==> src/rtl/sprite_drawer.sv <==
// Erases a square sprite at its last drawn position, then draws it at the newly
// requested one, emitting one pixel write per clock toward the VGA plot port.
module sprite_drawer #(
    parameter int SCREEN_W = 160,
    parameter int SCREEN_H = 120
) (
    input  logic       clk,
    input  logic       reset,
    input  logic       move,
    input  logic [7:0] pos_x,
    input  logic [6:0] pos_y,
    input  logic [2:0] width,
    input  logic [2:0] fg_colour,
    input  logic [2:0] bg_colour,
    output logic [7:0] x,
    output logic [6:0] y,
    output logic [2:0] colour,
    output logic       plot,
    output logic       busy,
    output logic       done
);

    typedef enum logic [1:0] {IDLE, ERASE, DRAW, DONE} state_t;

    localparam logic [8:0] SCREEN_W9 = 9'(SCREEN_W);
    localparam logic [7:0] SCREEN_H8 = 8'(SCREEN_H);

    state_t     state_q, state_d;
    logic [2:0] dx_q, dx_d, dy_q, dy_d;
    logic [7:0] new_x_q, new_x_d, old_x_q, old_x_d;
    logic [6:0] new_y_q, new_y_d, old_y_q, old_y_d;
    logic [2:0] new_w_q, new_w_d, old_w_q, old_w_d;
    logic [2:0] new_fg_q, new_fg_d, new_bg_q, new_bg_d, old_bg_q, old_bg_d;
    logic       old_valid_q, old_valid_d, pending_q, pending_d;
    logic [7:0] x_q, x_d;
    logic [6:0] y_q, y_d;
    logic [2:0] colour_q, colour_d;
    logic       plot_q, plot_d, busy_q, done_q;

    logic [2:0] w_cur, w_m1;
    logic       last_px;
    logic [7:0] base_x;
    logic [6:0] base_y;
    logic [2:0] base_col;
    logic [8:0] sum_x;
    logic [7:0] sum_y;
    logic       scanning_d;

    assign w_cur   = (state_q == ERASE) ? old_w_q : new_w_q;
    assign w_m1    = w_cur - 3'd1;
    assign last_px = (dx_q == w_m1) && (dy_q == w_m1);

    always_comb begin
        state_d     = state_q;
        dx_d        = dx_q;
        dy_d        = dy_q;
        new_x_d     = new_x_q;
        new_y_d     = new_y_q;
        new_w_d     = new_w_q;
        new_fg_d    = new_fg_q;
        new_bg_d    = new_bg_q;
        old_x_d     = old_x_q;
        old_y_d     = old_y_q;
        old_w_d     = old_w_q;
        old_bg_d    = old_bg_q;
        old_valid_d = old_valid_q;
        pending_d   = pending_q;

        case (state_q)
            IDLE: begin
                if (move || pending_q) begin
                    new_x_d   = pos_x;
                    new_y_d   = pos_y;
                    new_w_d   = (width == 3'd0) ? 3'd1 : width;
                    new_fg_d  = fg_colour;
                    new_bg_d  = bg_colour;
                    pending_d = 1'b0;
                    dx_d      = 3'd0;
                    dy_d      = 3'd0;
                    state_d   = old_valid_q ? ERASE : DRAW;
                end
            end
            ERASE, DRAW: begin
                if (move) pending_d = 1'b1;
                if (last_px) begin
                    dx_d = 3'd0;
                    dy_d = 3'd0;
                    if (state_q == ERASE) begin
                        state_d = DRAW;
                    end else begin
                        old_x_d     = new_x_q;
                        old_y_d     = new_y_q;
                        old_w_d     = new_w_q;
                        old_bg_d    = new_bg_q;
                        old_valid_d = 1'b1;
                        state_d     = DONE;
                    end
                end else if (dx_q == w_m1) begin
                    dx_d = 3'd0;
                    dy_d = dy_q + 3'd1;
                end else begin
                    dx_d = dx_q + 3'd1;
                end
            end
            default: begin
                if (move) pending_d = 1'b1;
                state_d = IDLE;
            end
        endcase
    end

    // Pixel outputs are computed from the next counters so they line up with the state they belong to.
    always_comb begin
        scanning_d = (state_d == ERASE) || (state_d == DRAW);
        if (state_d == ERASE) begin
            base_x   = old_x_q;
            base_y   = old_y_q;
            base_col = old_bg_q;
        end else begin
            base_x   = new_x_d;
            base_y   = new_y_d;
            base_col = new_fg_d;
        end
        sum_x    = {1'b0, base_x} + {6'd0, dx_d};
        sum_y    = {1'b0, base_y} + {5'd0, dy_d};
        x_d      = x_q;
        y_d      = y_q;
        colour_d = colour_q;
        plot_d   = 1'b0;
        if (scanning_d) begin
            x_d      = sum_x[7:0];
            y_d      = sum_y[6:0];
            colour_d = base_col;
            plot_d   = (sum_x < SCREEN_W9) && (sum_y < SCREEN_H8);
        end
    end

    always_ff @(posedge clk or posedge reset) begin
        if (reset) begin
            state_q     <= IDLE;
            dx_q        <= 3'd0;
            dy_q        <= 3'd0;
            new_x_q     <= 8'd0;
            new_y_q     <= 7'd0;
            new_w_q     <= 3'd0;
            new_fg_q    <= 3'd0;
            new_bg_q    <= 3'd0;
            old_x_q     <= 8'd0;
            old_y_q     <= 7'd0;
            old_w_q     <= 3'd0;
            old_bg_q    <= 3'd0;
            old_valid_q <= 1'b0;
            pending_q   <= 1'b0;
            x_q         <= 8'd0;
            y_q         <= 7'd0;
            colour_q    <= 3'd0;
            plot_q      <= 1'b0;
            busy_q      <= 1'b0;
            done_q      <= 1'b0;
        end else begin
            state_q     <= state_d;
            dx_q        <= dx_d;
            dy_q        <= dy_d;
            new_x_q     <= new_x_d;
            new_y_q     <= new_y_d;
            new_w_q     <= new_w_d;
            new_fg_q    <= new_fg_d;
            new_bg_q    <= new_bg_d;
            old_x_q     <= old_x_d;
            old_y_q     <= old_y_d;
            old_w_q     <= old_w_d;
            old_bg_q    <= old_bg_d;
            old_valid_q <= old_valid_d;
            pending_q   <= pending_d;
            x_q         <= x_d;
            y_q         <= y_d;
            colour_q    <= colour_d;
            plot_q      <= plot_d;
            busy_q      <= (state_d != IDLE);
            done_q      <= (state_d == DONE);
        end
    end

    assign x      = x_q;
    assign y      = y_q;
    assign colour = colour_q;
    assign plot   = plot_q;
    assign busy   = busy_q;
    assign done   = done_q;

endmodule

==> config.mk <==
export PLATFORM = sky130hd
export DESIGN_NAME = sprite_drawer
export DESIGN_NICKNAME = d
export VERILOG_FILES = /design/src/rtl/sprite_drawer.sv
export SDC_FILE = /design/constraint.sdc
export NUM_CORES = 1
export LEC_CHECK = 0
export BUFFER_PORTS_ARGS = -buffer_cell sky130_fd_sc_hd__buf_2
export CAP_MARGIN = 15
export CORE_ASPECT_RATIO = 1.5
export CORE_MARGIN = 5
export CORE_UTILIZATION = 40
export DETAILED_ROUTE_END_ITERATION = 10
export PLACE_DENSITY = 0.69
export RECOVER_POWER = 100
export SLEW_MARGIN = 20
export SYNTH_ARGS = -nofsm -noshare
export SYNTH_HDL_FRONTEND = slang
export SYNTH_SLANG_ARGS = --single-unit
==> constraint.sdc <==
create_clock -name clk -period 7.7 [get_ports clk]
set_input_delay 0.77 -clock clk [delete_from_list [all_inputs] [get_ports clk]]
set_output_delay 0.77 -clock clk [all_outputs]
set_load 0.05 [all_outputs]
Word-level counts from Yosys, hierarchy flattened --
Index checks and enable logic that the tools add are counted.
Cells by class: div/mod/pow operators 0, bitwise gates (word level) 1, $mul 0, eq/ne operators 8, $lt $le $gt $ge 2, shift operators 0, muxes and demuxes 28, reductions and logical operators 13, add/subtract/negate cells 5
Operators with widths (number):
- 3-bit 2-to-1 mux | 11
- 8-bit 2-to-1 mux | 3
- 7-bit 2-to-1 mux | 3
- 3-bit case mux with 2 select lines | 2
- 8-bit by 3-bit adder with 9-bit output | 1
- 9-bit by 8-bit less-than comparator with 1-bit output (second input constant) | 1
- 7-bit by 3-bit adder with 8-bit output | 1
- 8-bit by 7-bit less-than comparator with 1-bit output (second input constant) | 1
- 3-bit by 1-bit adder with 3-bit output (second input constant) | 2
- 2-bit equality test (second input constant) | 3
- 3-bit equality test | 2
- 2-bit 2-to-1 mux | 3
- 2-bit AND reduction | 3
- 1-bit 2-to-1 mux | 5
- 2-bit by 1-bit equality test with 1-bit output (second input constant) | 2
- 2-bit case mux with 2 select lines | 1
- 2-bit nonzero test | 2
- 3-bit logical NOT | 1
- 3-bit AND reduction | 1
- 3-bit by 1-bit subtractor with 3-bit output (second input constant) | 1
- 1-bit logical AND | 2
- 2-bit logical NOT | 1
- 1-bit logical OR | 2
- 2-bit inequality test (second input constant) | 1
- other kinds (2) | 2
Storage, ports and cells: bits of input ports 27, output and inout port bits 21, RAM bits 0, memories 0, memory bits (read-only) 0, register bits after elaboration 76, logic and storage cells 77, latch bits 0

Logic depth before layout (Yosys ltp) --
Gate-level depths: netlist (run 1).
depth after elaboration 13, gate-level depth with buffers 25, depth with buffers taken out 20

Worst setup path after synthesis (run 1) --
Ideal clock, no wire load.
kind register to register, from register state_q[1], to register plot_q, in the netlist plot, library setup time 94 ps, period minus slack after synthesis 5654 ps, arrival 5560 ps, stages on the path, launching flop included 24, slack 2046 ps, path buffers 5, data required time 7606 ps, cells stage by stage dfrtp_1 > inv_1 > ha_1 > buf_4 > mux2i_2 > ha_1 > xnor2_1 > nor4_4 > nand2_1 > mux2_2 > o32ai_1 > ha_1 > clkbuf_1 > clkbuf_1 > buf_2 > buf_2 > mux2_2 > ha_1 > a211oi_1 > nor4_1 > or4_1 > nand4_1 > nand3_1 > a221oi_2
Between the ends: longest elaborated chain between the ends 13, elaborated cells on any way between the ends 32, those cells by class add/sub (3); order compare (2); eq/ne (6); mux (16); reduce/logical (5)
RTL lines:
- start: declaration | RTL line 28 | state_t state_q, state_d;
- start signal: assignment | RTL line 161 | state_q <= state_d;
- 2-bit by 1-bit equality test with 1-bit output | RTL line 49, 69, 88
- 3-bit 2-to-1 mux
- 3-bit by 1-bit subtractor with 3-bit output | RTL line 50 | assign w_m1 = w_cur - 3'd1;
- 3-bit equality test | RTL line 51 | assign last_px = (dx_q == w_m1) && (dy_q == w_m1);
- 1-bit logical AND | RTL line 51
- 2-bit 2-to-1 mux | RTL line 85 | if (last_px) begin
- 2-bit case mux with 2 select lines * | RTL line 69 | case (state_q)
- net state_d[0] | RTL line 28
- 2-bit by 1-bit equality test with 1-bit output | RTL line 114, 115
- 8-bit 2-to-1 mux or 7-bit 2-to-1 mux (tied branches) | RTL line 115 | if (state_d == ERASE) begin
- 8-bit by 3-bit adder with 9-bit output or 7-bit by 3-bit adder with 8-bit output (tied branches) | RTL line 124, 125
- 9-bit by 8-bit less-than comparator with 1-bit output or 8-bit by 7-bit less-than comparator with 1-bit output (tied branches) | RTL line 134 | plot_d = (sum_x < SCREEN_W9) && (sum_y < SCREEN_H8);
- 1-bit logical AND | RTL line 134
- 1-bit 2-to-1 mux * | RTL line 130 | if (scanning_d) begin
- net plot_d | RTL line 38 | logic plot_q, plot_d, busy_q, done_q;
- end signal: assignment | RTL line 178 | plot_q <= plot_d;
- end: declaration | RTL line 38
The timed path passes the listed nets; every way through them passes the cells marked *. A chain may end at the register's enable or synchronous reset.

Worst setup path after layout (run 1) --
Same ends and word-level chain as after synthesis.

==> results of run 1 <==
-- cells by family (layout without fill, tap and decap cells) --
kind of cell / Yosys count / in the layout
AOI/OAI and AO/OA: 57 / 57
xor gates and xnor gates: 15 / 15
adders and majority gates: 17 / 17
buffers and inverters: 33 / 84
DFF: 76 / 76
muxes: 54 / 54
and+or+nand+nor: 120 / 120
-- per-stage QoR --
step,std cells,hold slack (ns),utilization,total power [mW],cell area (sq um)
after global placement,522,0.4578,0.4441,0.4239,4303
after floorplan,372,0.4414,-,0.4133,3973
after detailed placement,522,0.4636,0.4441,0.4242,4303
after CTS,538,0.4781,0.4770,0.8786,4622
final,538,0.4775,0.4685,0.8665,4539
after global routing,538,0.4979,0.4685,0.8938,4539
-- cells in the mapped netlist (2+ instances only) --
| cell type | count | area [sq um] |
|---|---|---|
| mux2i_1 | 10 | 100.1 |
| fa_1 | 2 | 40.04 |
| mux2_1 | 19 | 214.0 |
| or3_1 | 2 | 12.51 |
| nand3b_1 | 2 | 15.01 |
| and3_1 | 3 | 18.77 |
| nand2b_1 | 4 | 25.02 |
| a31oi_1 | 6 | 37.54 |
| clkbuf_1 | 7 | 26.28 |
| or4_1 | 2 | 15.01 |
| nor2_1 | 18 | 67.56 |
| a21o_1 | 3 | 22.52 |
| xnor2_1 | 6 | 52.55 |
| nand2_1 | 68 | 255.2 |
| or2_2 | 3 | 18.77 |
| nand3_1 | 6 | 30.03 |
| buf_2 | 3 | 15.01 |
| inv_1 | 17 | 63.81 |
| mux2_4 | 2 | 30.03 |
| dfrtp_1 | 76 | 1902 |
| nor3_1 | 4 | 20.02 |
| a21oi_1 | 15 | 75.07 |
| mux2_2 | 21 | 236.5 |
| buf_1 | 2 | 7.510 |
| o21ai_0 | 12 | 60.06 |
| o211ai_1 | 4 | 30.03 |
| ha_1 | 15 | 187.7 |
| xor2_1 | 8 | 70.07 |
| buf_4 | 4 | 30.03 |
-- layer usage --
layer | part of all wire | vias to the layer above | global-route usage
met3 | 0.032 | 22 | 0.02798
met5 | 0 | - | 0
met4 | 0.032 | 0 | 0.08157
met1 | 0.41 | 1379 | 0.1819
li1 | - | 1387 | -
met2 | 0.52 | 61 | 0.2556
-- worst max path at each step --
stage,to,slack (ns),cells after the start
6_report,plot,1.76,19
5_1_grt,plot,1.22,19
4_1_cts,plot,2.07,19
3_5_place_dp,plot,2.16,19
3_3_place_gp,plot,2.42,19
2_1_floorplan,plot,2.05,23
-- worst reg2reg max path: cells and delay by family (launching register included) --
family / cells / cell delay, ns
flip-flops: 1 / 0.39
AND/OR/NAND/NOR: 6 / 1.44
buffers and inverters: 2 / 0.45
AO/OA/AOI/OAI: 3 / 1.01
adder cells (fa/ha/maj): 4 / 1.18
multiplexers: 3 / 1.20
XOR/XNOR: 1 / 0.16
-- sequential cells by signal, summed over array words and instances, names as in the netlist, 7 cells and up --
signal and count:
y 7, new_y_q 7, x 8, old_x_q 8
old_y_q 7, new_x_q 8
-- area by class of cell --
cell class | count | area share
Sequential cell | 76 | 0.4190
Multi-Input combinational cell | 263 | 0.4148
Clock buffer | 12 | 0.05430
Timing Repair Buffer | 51 | 0.05017
Tap cell | 115 | 0.03170
Clock inverter | 4 | 0.01599
Inverter | 17 | 0.01406
-- power by group through the flow --
stage / clock network, mW / logic, mW / registers (mW)
6_report: 0.451 / 0.0162 / 0.400
5_1_grt: 0.475 / 0.0192 / 0.399
4_1_cts: 0.462 / 0.0175 / 0.399
3_5_place_dp: 0 / 0.0176 / 0.407
3_3_place_gp: 0 / 0.0172 / 0.407
2_1_floorplan: 0 / 0.00659 / 0.407
-- layout by cell type (no fill, tap or decap), types with 4 or more instances in the layout --
master / Yosys / layout
a31oi_1: 6 / 6
clkbuf_1: 7 / 26
nor3_1: 4 / 5
mux2i_1: 10 / 11
mux2_1: 19 / 24
o21ai_0: 12 / 13
ha_1: 15 / 15
dfrtp_1: 76 / 76
nand2b_1: 4 / 4
inv_1: 17 / 17
xor2_1: 8 / 8
buf_2: 3 / 26
mux2_2: 21 / 17
xnor2_1: 6 / 6
nand3_1: 6 / 6
clkbuf_16: 0 / 9
nor2_1: 18 / 18
a21oi_1: 15 / 15
nand2_1: 68 / 68
o211ai_1: 4 / 4
==> impl_metrics.tcl, run 1 <==
set metrics [dict create \
    routed_wl_um 8568 \
    status "finished, violations left" \
    cp-end-kind "register" \
    power_density_nw_per_um2 190.9 \
    clock_sinks 76 \
    overflow 0 \
    synth_fa_ha_area_frac 0.05732 \
    nets 462 \
    final.setup.tns_ns 0 \
    die-area_sq_um 12070 \
    finalCritPeriodShare 0.7717 \
    yosysSeqAreaShare 0.4787 \
    layout_setup_ws_ns 1.758 \
    clk_pin_slew_worst_paths_ns 0.06 \
    drive_gt1_frac 0.1537 \
    seqCellArea_sq_um 1902 \
    antenna_found_initial 0 \
    min_to "new_fg_q[1]" \
    muxShareOfSynthArea 0.1553 \
    wl_per_cell_um 15.93 \
    core_area_sq_um 9689 \
    drc 0 \
    rsz0062_at_grt "false" \
    ant_nets 0 \
    hold_path.class "reg -> reg" \
    ctsHoldBuffers 0 \
    synth_compound_area_frac 0.09606 \
    power.share.sequential 0.461 \
    leakagePower_nw 2.226 \
    finalHoldViolations 0 \
    grt_max_degree 77 \
    ioPinCount 48 \
    place_congestion 0.8546 \
    ctsHtreeMaxLevel 3 \
    r2r_setup_slack_ns 1.76 \
    hold_depth 2 \
    numPortBuffers 47 \
    r2r-end "plot" \
    crit_chain "inv_1 > ha_1 > mux2i_1 > ha_1 > xnor2_1 > nor4_1 > nand2_1 > mux2_1 > o32ai_1 > ha_1 > buf_4 > mux2_1 > ha_1 > a211oi_1 > nor4_1 > or4_1 > nand4_1 > nand3_1 > a221oi_1" \
    synth-seq-cells 76 \
    die_w_um 91.37 \
    setup_viol 0 \
    root_buffer "clkbuf_16" \
    slew_headroom -1.678 \
    cts_tree "yes" \
    multi_input_area_sq_um 1883 \
    cts_made_buffers 9 \
    p_comb_frac 0.019 \
    reg2regPathDepth 19 \
    netlist_area_sq_um 3973 \
    ir_worst_vdd_mv 0.1211 \
    worstPathMaxFanout 33 \
    ctsResizeCount 0 \
    die_h_um 132.1 \
    max_stage_delay_ns 0.55 \
    grt_use_total 0.1519 \
    n_antenna_cell 0 \
    synth_nets 416 \
    start_util 0.4100 \
    place_hpwl_um 6025 \
    crit_top_cell "ha_1" \
    cap_violations 2 \
    cp.arrival_ns 6.17 \
    cpLargestDelayFamily "simple AND/OR/NAND/NOR gates" \
    syn2layout_area_growth_pct 14.27 \
    synthSimpleGateAreaFrac 0.1402 \
    violations "max-capacitance violations, max-slew violations" \
    min_from "new_fg_q[1]" \
    p_sw_frac 0.1957 \
    cp.required_ns 7.93 \
    routed-via-count 2849 \
    grt_pass1_wl_um 14920 \
    nFillCells 937 \
    startpoint_type "register" \
    cellInternalPower_mw 0.6969 \
    tightest_slew_ns 4.017 \
    pwr-share-clk 0.520 \
    post-cts-setup-buffers 0 \
    clk_path_buf_depth 2 \
    skew_ns 0.005316 \
    rows 44 \
    timing.rr.start "state_q[1]" \
    cp-startpoint "state_q[1]" \
    drv_slew 108 \
    path_buf_inv 2 \
    crit_type "reg -> reg" \
    worst_path_max_delay_cell "nor4_1" \
    grt_pass1_vias 3170 \
    netlist-cell-type-count 57 \
    dr.pass1.iters 4 \
    synthFlopType "dfrtp_1" \
    worstSkewPairLatency_ns 0.34 \
    yosys_warnings 0 \
    synth_top_family_by_area "multiplexers" \
    switchingPower_mw 0.1696 \
    synth-edff-count 0 \
    syn_inst 372 \
    async_reset_ff_frac 1.000 \
    place_ws_ns 2.158 \
    syn_area_per_cell_sq_um 10.68 \
    vias_per_cell 5.296 \
    drt_iter0_markers 133 \
    fmax_mhz 168.3 \
    synth-xor-area-share 0.03654 \
    period_needed_ns 5.942 \
]
(Power assumes the default switching activity.)
==> run 2, diff against run 1 <==
ABC_AREA = 1   (was default)
PLACE_DENSITY = 0.71   (was 0.69)
clock period = 5.35 ns   (was 7.7 ns; I/O delays follow)
==> impl_metrics.tcl, run 2 <==
set metrics [dict create \
    cp-end-kind "register" \
    utilization 0.4617 \
    synth-seq-cells 76 \
    netlist_area_sq_um 4109 \
    numPortBuffers 47 \
    start_util 0.4077 \
    place_congestion 0.8685 \
    place_hpwl_um 6810 \
    cp.required_ns 5.58 \
    synthFlopType "dfrtp_1" \
    clk_path_buf_depth 2 \
    drive_gt1_frac 0.1423 \
    final_common_cell "nand2_1" \
    n_antenna_cell 0 \
    ctsHoldBuffers 0 \
    grt_pass1_vias 3398 \
    synth-edff-count 0 \
    dr.pass1.iters 4 \
    syn_area_per_cell_sq_um 8.218 \
    core_area_sq_um 10080 \
    rsz0062_at_grt "false" \
    post-synth-top-area-cell "dfrtp_1" \
    worstPathMaxFanout 19 \
    wl_per_cell_um 13.43 \
    synth_nets 544 \
    nFillCells 985 \
    drt_iter0_markers 216 \
    die_h_um 134.1 \
    fmax_mhz 203.5 \
    ioPinCount 48 \
    finalHoldViolations 0 \
    grt_pass1_wl_um 15480 \
    netlist-cell-type-count 34 \
    layout_common_cells "nand2_1, dfrtp_1, inv_1, o21ai_0, nand3_1" \
    syn_inst 500 \
    crit_type "reg -> reg" \
    clk_pin_slew_worst_paths_ns 0.06 \
    drv_slew 72 \
    antenna_found_initial 0 \
    ctsHtreeMaxLevel 3 \
    rows 45 \
    vias_per_cell 4.921 \
    finalCritPeriodShare 0.9187 \
    async_reset_ff_frac 1.000 \
    routed_wl_um 9022 \
    period_needed_ns 4.915 \
    drc 0 \
    clock_sinks 76 \
    violations "max-capacitance violations, max-slew violations" \
    worstSkewPairLatency_ns 0.34 \
    tightest_slew_ns 2.655 \
    cts_tree "yes" \
    cp.arrival_ns 5.14 \
    synth.most_common_cell "nand2_1" \
    skew_ns 0.004443 \
    cts_made_buffers 9 \
    cap_violations 2 \
    ant_nets 0 \
    die_w_um 92.76 \
    nets 594 \
    synth_top_area_frac 0.4629 \
    status "finished, violations left" \
    synth_common_cells "nand2_1, dfrtp_1, inv_1" \
    overflow 0 \
    syn2layout_area_growth_pct 13.25 \
    setup_viol 0 \
    startpoint_type "register" \
    die-area_sq_um 12440 \
    routed-via-count 3307 \
    slew_headroom -0.7697 \
    yosys_warnings 0 \
    grt_use_total 0.1573 \
    root_buffer "clkbuf_16" \
    synth.area.top_cells "dfrtp_1, nand2_1, inv_1" \
    grt_max_degree 52 \
    hold_path.class "in -> async" \
    final.setup.tns_ns 0 \
    yosysSeqAreaShare 0.4629 \
]
## run 2: changes by cell type in the layout (fill, tap and decap cells not counted), sizes merged, moves of 5 or more
cell   change
inv       +44
mux2      -42
mux2i      -8
nand2    +113
nand3     +29
nor2      +11
nor3       -5
o21ai     +38
xor2       -5
## run 2: timing repair
item,CTS,global route
endpoints found under the hold margin,0,0
endpoints found under the setup margin,0,2
buffers inserted,0,0
gates resized for setup,0,2
## run 2: per-layer routing
layer | wire [um] | up-vias | share of wire | global-route usage
met5 | 0 | - | 0 | 0
met4 | 207 | 0 | 0.023 | 0.07009
met3 | 404 | 15 | 0.045 | 0.03984
met2 | 4634 | 76 | 0.51 | 0.2774
met1 | 3776 | 1540 | 0.42 | 0.1779
li1 | - | 1676 | - | -
## run 2: worst paths after layout
check | start | end | slack (ns) | cells past startpoint
max | state_q[1] | plot | 0.43 | 25
min | reset | new_fg_q[0] | 0.41 | 2
max reg2reg | state_q[1] | plot | 0.43 | 25
min reg2reg | old_y_q[5] | old_y_q[5] | 0.47 | 2
max in group asynchronous | reset | x[1] | 1.92 | 3
min in group clk | bg_colour[1] | new_bg_q[1] | 0.41 | 3
## run 2: kinds of logic after synthesis
group                    Yosys count  share of synthesized area
multiplexers                       4                   0.009745
flip-flops                        76                     0.4628
AO/OA/AOI/OAI                     69                     0.1032
AND/OR/NAND/NOR                  254                     0.2817
adder cells (fa/ha/maj)           17                    0.05542
XOR/XNOR                           5                    0.01066
buffers and inverters             75                    0.07643
## run 2: worst max-delay path, stage by stage, from the launching register on
cell and delay, ns:
dfrtp_1 0.40, inv_1 0.15, ha_4 0.25, mux2i_1 0.30
ha_1 0.30, xor2_1 0.30, nand3_4 0.14, nor2_8 0.16
nand3_4 0.14, nor2_8 0.25, nor2_2 0.06, nor2_2 0.14
ha_1 0.19, inv_1 0.18, o21ai_0 0.32, inv_1 0.10
fa_1 0.41, or2_2 0.31, nand2_1 0.10, nand3_1 0.10
nor2_1 0.15, nand3_1 0.13, nand2_1 0.09, nand2_1 0.05
nand2_1 0.05, nor2_1 0.03
## run 2: layout make-up
cell class	count	area, sq um	share of cell area
multi-input cells	349	1859	0.3996
clock inverters	5	27.53	0.005916
inverters	61	229.0	0.04921
flip-flops and latches	76	1902	0.4087
repair buffers	53	246.5	0.05297
clock buffers	11	242.7	0.05216
well taps	117	146.4	0.03146
## run 2: stage by stage
step	worst slack [ns]	instances	hold slack, ns	cell area (sq um)
2_1_floorplan	0.5804	500	0.4345	4109
3_3_place_gp	0.5667	656	0.4486	4451
3_5_place_dp	0.2408	656	0.4546	4451
4_1_cts	0.1634	672	0.2388	4721
5_1_grt	0.02645	672	0.4042	4653
6_report	0.4349	672	0.4061	4653
Power of run 2 is left out: the tool's default activity adds up to more than one toggle a clock period on the data nets, which glitch-free logic cannot reach.
==> run 3, diff against run 2 <==
CORE_MARGIN = default   (was 5)
CTS_CLUSTER_DIAMETER = 120   (was default)
==> impl_metrics.tcl, run 3 (synthesized netlist as in run 2, its figures left out) <==
set metrics [dict create \
    status "finished, violations left" \
    violations "design-rule violations, max-capacitance violations, max-slew violations" \
    finalCritPeriodShare 0.9097 \
    final_common_cell "nand2_1" \
    dr.pass1.iters 8 \
    placed_cell_area_sq_um 4451 \
    ctsHtreeMaxLevel 3 \
    vias_per_cell 5.021 \
    cp-startpoint "state_q[1]" \
    routed-via-count 3374 \
    startpoint_type "register" \
    hold_path.class "in -> reg" \
    fmax_mhz 205.5 \
    antenna_found_initial 0 \
    finalHoldViolations 0 \
    grt_pass1_vias 3424 \
    drc 3 \
    crit_top_cell "nand2_1" \
    place_congestion 0.8687 \
    cp.arrival_ns 5.13 \
    drive_gt1_frac 0.1405 \
    grt_most_used_layer "met2" \
    cts_tree "yes" \
    nets 594 \
    syn2layout_area_growth_pct 14.07 \
    clk_path_buf_depth 2 \
    period_needed_ns 4.867 \
    max_stage_delay_ns 0.41 \
    hold_depth 3 \
    cap_violations 2 \
    crit_type "reg -> reg" \
    cp-end-kind "register" \
    wl_per_cell_um 13.81 \
    clock_sinks 76 \
    post-cts-setup-buffers 0 \
    start_util 0.4077 \
    root_buffer "clkbuf_16" \
    worst_path_max_delay_cell "fa_1" \
    setup_viol 0 \
    worstPathMaxFanout 19 \
    tightest_slew_ns 4.057 \
    cts_made_buffers 9 \
    die-area_sq_um 10690 \
    slew_headroom -1.705 \
    timing.rr.start "state_q[1]" \
    hold_slack_ns 0.4007 \
    grt_use_met1 0.2212 \
    final.setup.tns_ns 0 \
    grt_util_met3 0.03670 \
    ioPinCount 48 \
    die_w_um 84.76 \
    cp-endpoint "plot" \
    numPortBuffers 47 \
    worstSkewPairLatency_ns 0.34 \
    cp.required_ns 5.62 \
    routed_wl_um 9280 \
    min_from "bg_colour[0]" \
    place_hpwl_um 6688 \
    overflow 0 \
    r2r-end "plot" \
    rsz0062_at_grt "false" \
    layout_common_cells "nand2_1, dfrtp_1, inv_1, o21ai_0, nand3_1" \
    die_h_um 126.1 \
    finalInstanceArea_sq_um 4687 \
    grt_use_met2 0.3223 \
    skew_ns 0.006864 \
    drv_slew 97 \
    drt_iter0_markers 219 \
    ant_nets 0 \
    core_area_sq_um 10080 \
    grt_use_total 0.1856 \
    grt_max_degree 77 \
    clk_pin_slew_worst_paths_ns 0.06 \
    rows 45 \
    n_antenna_cell 0 \
    r2r_setup_slack_ns 0.48 \
    grt_pass1_wl_um 15540 \
    reg2regPathDepth 26 \
]
-- run 3: cell types whose count changed in the layout (fill, tap and decap cells not counted), sizes merged --
cell      change
bufinv        +2
clkbuf        -1
clkinv        -2
clkinvlp      +1
-- run 3: stage by stage --
| stage | setup slack, ns | utilization | instances |
|---|---|---|---|
| finish | 0.4833 | 0.4651 | 672 |
| floorplan | 0.5804 | - | 500 |
| CTS | 0.2539 | 0.4731 | 672 |
| detailed placement | 0.3036 | 0.4416 | 656 |
| global route | 0.05023 | 0.4651 | 672 |
| global placement | 0.5857 | 0.4416 | 656 |
-- run 3: layout make-up --
cell class / count / area (sq um)
clock buffers: 10 / 229.0
clock inverters: 6 / 88.84
fillers: 961 / 5391
inverters: 61 / 229.0
multi-input cells: 349 / 1846
flip-flops and latches: 76 / 1902
well taps: 117 / 146.4
repair buffers: 53 / 246.5
-- run 3: metal layers --
| layer | share of wire | vias up |
|---|---|---|
| li1 | - | 1676 |
| met1 | 0.43 | 1613 |
| met2 | 0.52 | 71 |
| met3 | 0.032 | 14 |
| met4 | 0.022 | 0 |
| met5 | 0 | - |
-- run 3: worst min-delay path by stage --
stage             endpoint  slack, ns
4_1_cts        new_bg_q[1]       0.40
2_1_floorplan   old_x_q[3]       0.43
3_5_place_dp    old_x_q[3]       0.45
3_3_place_gp    old_x_q[3]       0.45
6_report       new_bg_q[0]       0.40
5_1_grt         new_w_q[1]       0.44
-- run 3: repair_timing --
action | CTS | global route
setup endpoints to repair | 0 | 2
hold buffers | 0 | 0
gates resized for setup | 0 | 2
-- run 3: worst max-delay path: cells and delay by family, from the launching register on --
kind / cells / cell delay [ns]
flip-flops: 1 / 0.39
AND/OR/NAND/NOR: 16 / 1.96
adder cells (fa/ha/maj): 4 / 1.26
multiplexers: 1 / 0.28
AO/OA/AOI/OAI: 1 / 0.25
XOR/XNOR: 1 / 0.26
buffers and inverters: 3 / 0.39
Power of run 3 is left out for the same reason.
